`config.mk`:
```
export PLATFORM = sky130hd
export DESIGN_NAME = data_mem_arbiter
export DESIGN_NICKNAME = d
export VERILOG_FILES = /design/src/rtl/data_mem_arbiter.sv
export SDC_FILE = /design/constraint.sdc
export NUM_CORES = 1
export LEC_CHECK = 0
export ABC_AREA = 0
export CAP_MARGIN = 10
export CORE_AREA = 2 2 129 131
export CTS_CLUSTER_DIAMETER = 60
export DETAILED_ROUTE_END_ITERATION = 16
export DIE_AREA = 0 0 131 133
export PLACE_DENSITY = 0.55
export SYNTH_ARGS = -nofsm -noshare
export SYNTH_HDL_FRONTEND = slang
export SYNTH_SLANG_ARGS = --single-unit
```
`constraint.sdc`:
```
create_clock -name clk -period 1.4 [get_ports clk]
set_clock_uncertainty 0.05 [all_clocks]
set_input_delay 0.28 -clock clk [delete_from_list [all_inputs] [get_ports clk]]
set_output_delay 0.28 -clock clk [all_outputs]
set_load 0.01 [all_outputs]
```
`src/rtl/data_mem_arbiter.sv`:
```
// Two-master arbiter for the single-port data RAM: CPU has fixed priority, EXT is forced through after MAX_BURST lost grants.
// Optional stall statistics are built only when ARB_STATS_EN is defined.
//
// state   | meaning
// IDLE    | no grant, RAM strobes low
// GNT_CPU | CPU owns the RAM this cycle and is acked
// GNT_EXT | external port owns the RAM this cycle and is acked
module data_mem_arbiter #(
  parameter int ADDR_WIDTH = 32,
  parameter int DATA_WIDTH = 32,
  parameter int MAX_BURST  = 4
) (
  input  logic                  clk,
  input  logic                  reset,
  input  logic                  cpu_req,
  input  logic                  cpu_we,
  input  logic [ADDR_WIDTH-1:0] cpu_addr,
  input  logic [DATA_WIDTH-1:0] cpu_wdata,
  output logic [DATA_WIDTH-1:0] cpu_rdata,
  output logic                  cpu_ack,
  output logic                  cpu_stall,
  input  logic                  ext_req,
  input  logic                  ext_we,
  input  logic [ADDR_WIDTH-1:0] ext_addr,
  input  logic [DATA_WIDTH-1:0] ext_wdata,
  output logic [DATA_WIDTH-1:0] ext_rdata,
  output logic                  ext_ack,
  output logic                  mem_re,
  output logic                  mem_we,
  output logic [ADDR_WIDTH-1:0] mem_addr,
  output logic [DATA_WIDTH-1:0] mem_wdata,
  input  logic [DATA_WIDTH-1:0] mem_rdata,
  output logic [15:0]           cpu_wait_cnt,
  output logic [15:0]           ext_wait_cnt
);

  typedef enum logic [1:0] {IDLE, GNT_CPU, GNT_EXT} state_t;

  localparam logic [3:0] MAX_B = 4'(MAX_BURST);

  state_t     state, state_nxt;
  logic [3:0] starve_cnt, starve_nxt;

  always_comb begin
    state_nxt = IDLE;
    if (cpu_req && ext_req) begin
      if (starve_cnt == MAX_B && state != GNT_EXT) state_nxt = GNT_EXT;
      else                                         state_nxt = GNT_CPU;
    end else if (cpu_req) begin
      state_nxt = GNT_CPU;
    end else if (ext_req) begin
      state_nxt = GNT_EXT;
    end

    starve_nxt = starve_cnt;
    if (state_nxt == GNT_EXT)                 starve_nxt = 4'd0;
    else if (ext_req && starve_cnt != MAX_B)  starve_nxt = starve_cnt + 4'd1;
  end

  always_ff @(posedge clk or negedge reset) begin
    if (!reset) begin
      state      <= IDLE;
      starve_cnt <= 4'd0;
    end else begin
      state      <= state_nxt;
      starve_cnt <= starve_nxt;
    end
  end

  // RAM port and responses follow the state register directly, so reset kills a write immediately
  always_comb begin
    mem_re    = 1'b0;
    mem_we    = 1'b0;
    mem_addr  = '0;
    mem_wdata = '0;
    cpu_ack   = 1'b0;
    ext_ack   = 1'b0;
    cpu_rdata = '0;
    ext_rdata = '0;
    case (state)
      GNT_CPU: begin
        mem_re    = ~cpu_we;
        mem_we    = cpu_we;
        mem_addr  = cpu_addr;
        mem_wdata = cpu_wdata;
        cpu_ack   = 1'b1;
        cpu_rdata = mem_rdata;
      end
      GNT_EXT: begin
        mem_re    = ~ext_we;
        mem_we    = ext_we;
        mem_addr  = ext_addr;
        mem_wdata = ext_wdata;
        ext_ack   = 1'b1;
        ext_rdata = mem_rdata;
      end
      default: ;
    endcase
  end

  assign cpu_stall = cpu_req & ~cpu_ack;

`ifdef ARB_STATS_EN
  logic [15:0] cpu_wait_q, ext_wait_q;

  always_ff @(posedge clk or negedge reset) begin
    if (!reset) begin
      cpu_wait_q <= 16'h0000;
      ext_wait_q <= 16'h0000;
    end else begin
      if (cpu_req && !cpu_ack && cpu_wait_q != 16'hFFFF) cpu_wait_q <= cpu_wait_q + 16'h0001;
      if (ext_req && !ext_ack && ext_wait_q != 16'hFFFF) ext_wait_q <= ext_wait_q + 16'h0001;
    end
  end

  assign cpu_wait_cnt = cpu_wait_q;
  assign ext_wait_cnt = ext_wait_q;
`else
  assign cpu_wait_cnt = 16'h0000;
  assign ext_wait_cnt = 16'h0000;
`endif

endmodule

```
==> metrics <==
routed via count 3587; clock-pin slew of the registers on the worst-case setup and hold paths 0.03 ns; kind of end point of the critical path primary output; failing checks negative setup slack; remaining global-route overflow 0; total core area 0.0162 mm²; most used cell, CP sky130_fd_sc_hd__buf_6; Sum Neg Setup Slack -64.73 ns; die area 0.0174 mm²; overall power of the completed layout 3.42 mW; Top FF cell, synth sky130_fd_sc_hd__dfrtp_1; first-pass GRT wire length 19800 µm; setup-violating endpoint count in the final report 139; compound-cell area share of the yosys netlist 0.286; hold violation count in the final report 0; Cell variety after synth 26; register bit total from synthesis 6; number of antenna violations at the first check in global routing 1; drt wl/cell 17.7 µm; unrepaired setup endpoints after global routing true; weighted congestion reported at the end of routability-driven placement 0.875; Synth warnings 0; die boundary height 133 µm; ranking of synthesized cells by area sky130_fd_sc_hd__a22oi_1 26%, sky130_fd_sc_hd__and2_1 21%, sky130_fd_sc_hd__buf_4 14%, sky130_fd_sc_hd__nor2_1 13%, sky130_fd_sc_hd__dfrtp_1 8.0%; number of buffers inserted during clock tree synthesis 3; post-layout min period 2.03 ns; Num Clock Sinks 6; internal power consumption 2.18 mW; sequential area share after synthesis 0.0799; initial cell density of the core 0.116; sum of routed wire length over all layers 15600 µm; I/O pin total 331; number of fill cells 1599; final layout net count 838; clock buffer depth 2; Area Growth Syn to Fin 267%; area fraction in and, or, nand and nor cells after synthesis 0.391; post-synthesis mux area share 0; reported net switching power 1.24 mW; Setup crit start kind flip-flop; ANT cells 0; Setup CP Type reg -> out; Power Dens Cells 495 mW/mm²; critical path fanouts, max 8; highest clock rate 492 MHz; Syn Std Cell Area 0.00188 mm²; adder-cell share of the synthesized area 0.0266; worst path required time 1.07 ns; GR Util All Layers 0.147; ordered list of cells on the worst path buf_6 -> ha_4 -> buf_12 -> buf_12 -> buf_16 -> buf_6 -> and2_4 -> buf_6; switching share of total power 0.362; cell with the biggest individual delay on the critical path sky130_fd_sc_hd__dfrtp_1; clock power share 0.134; sum of net half-perimeters after detailed placement 9590 µm; class of the tightest hold or removal check in -> async; total iterations of the first detailed-routing run 4; number of standard-cell rows in the floorplan 47; 1st-iter DRT viols 67; Final Cycle Share 1.45; parity-gate share of the synthesized area counting xor and xnor cells 0; count of flip-flops with a built-in enable after synthesis 0; most frequent cells after synthesis 65 x sky130_fd_sc_hd__a22oi_1, 65 x sky130_fd_sc_hd__nor2_1, 64 x sky130_fd_sc_hd__and2_1, 34 x sky130_fd_sc_hd__buf_4, 15 x sky130_fd_sc_hd__buf_2; via/cell ratio 4.05; Sequential Power Share 0.060; layout cell share with drive strength beyond 1 0.622; count of antenna-violating nets left after detailed routing 0; clock root cell sky130_fd_sc_hd__clkbuf_16; stage delay of the slowest cell on the critical path 0.39 ns; ys async rst share 1.00; mean instance size in the synthesized netlist 6.41 µm²; WP data arrival 1.70 ns; Syn Inst Count 293; top-area cell type share of the netlist area 0.260; cell type contributing the most total cell area after synthesis sky130_fd_sc_hd__a22oi_1; Static Leakage 3.01 nW; H-Tree Level Count 1; Max Transition Viols Final 0; port bufs 298; part of the total power dissipated in combinational logic 0.806; status finished with violations; residual DRC count 0; pin count of the biggest net entering global routing 22; vias in the first global route 3509; peak ir drop on the vdd network 0.518 mV; CTS tree built; crit path setup slack, layout -0.631 ns; die boundary width 131 µm; main combinational cell family by area after synthesis simple AND/OR/NAND/NOR gates; number of max-capacitance violations reported 0; clock latency on the worst-skew pair 0.23 ns
-- stage by stage --
| step | utilization | instance area [µm²] | std cells | worst slack, ns | hold WS [ns] |
|---|---|---|---|---|---|
| 2_1_floorplan | - | 2420 | 324 | -0.101 | -0.0656 |
| 5_1_grt | 0.427 | 6900 | 886 | -0.667 | 0.279 |
| 3_5_place_dp | 0.337 | 5450 | 804 | -0.640 | 0.501 |
| 3_3_place_gp | 0.337 | 5450 | 804 | -0.632 | 0.483 |
| 4_1_cts | 0.388 | 6270 | 851 | -0.636 | 0.271 |
| 6_report | 0.427 | 6900 | 886 | -0.631 | 0.256 |
-- state kept, by name, summed over array words and instances, names as in the netlist --
register,count
state,2
starve_cnt,4
-- cell type report --
cell class                 instances  area, µm²  area share
clock buffer                       3       75.1      0.0109
inverter                           5       18.8     0.00272
timing repair buffer             401       4240       0.615
tap                              220        275      0.0399
sequential                         6        150      0.0218
multi-input combinational        251       2140       0.310
-- power by group through the flow --
stage	Sequential [mW]	Clock [mW]	Combinational, mW
6_report	0.205	0.457	2.76
5_1_grt	0.207	0.477	2.91
3_3_place_gp	0.205	0	2.03
3_5_place_dp	0.206	0	2.05
2_1_floorplan	0.207	0	0.956
4_1_cts	0.204	0.466	2.43
-- layer usage --
layer  global-route usage  vias up  routed length (µm)
met5                    0        -                   7
met4               0.0160        2                  95
met3               0.0218       12                1050
met2                0.277      158                8160
met1                0.180     1717                6340
li1                     -     1698                   -
-- worst paths after layout --
kind / start / end / slack [ns] / cells after the start
max: state[0]$_DFF_PN0_ / cpu_rdata[22] / -0.63 / 8
min: reset / starve_cnt[0]$_DFFE_PN0P_ / 0.26 / 1
max reg2reg: state[0]$_DFF_PN0_ / state[0]$_DFF_PN0_ / -0.14 / 7
min reg2reg: starve_cnt[3]$_DFFE_PN0P_ / starve_cnt[3]$_DFFE_PN0P_ / 0.51 / 2
max in group asynchronous: reset / state[1]$_DFF_PN0_ / 0.82 / 1
min in group clk: ext_req / state[1]$_DFF_PN0_ / 0.46 / 3
-- critical path: cells and delay by family, from the launching register on --
kind | cells | cell delay, ns
fa+ha+maj | 1 | 0.20
buf+inv | 6 | 0.75
flops | 1 | 0.39
simple gates | 1 | 0.13
-- placed cells by master (no fill, tap or decap), drive strengths merged, types with 3 or more instances in the layout --
cell type	netlist	final
buf	53	222
dfrtp	6	6
and2	64	64
a22oi	65	65
conb	1	32
nor2	65	65
ha	4	4
inv	5	5
a21oi	3	3
nand2b	3	3
nand4	3	3
clkdlybuf4s50	0	164
clkbuf	9	17
-- cells by family after synthesis --
logic type / Yosys count
flops: 6
other cells: 1
fa+ha+maj: 4
simple gates: 143
compound gates: 72
buf+inv: 67
-- what timing repair did --
item                                    in CTS  in global routing
resized for setup                          594                170
endpoints found under the hold margin        0                  0
setup buffers                               30                 34
endpoints found under the setup margin     136                139
pin swaps                                   11                 39
cloned                                      14                  7
hold buffers                                 0                  0
Power figures use the tool's default switching activity.
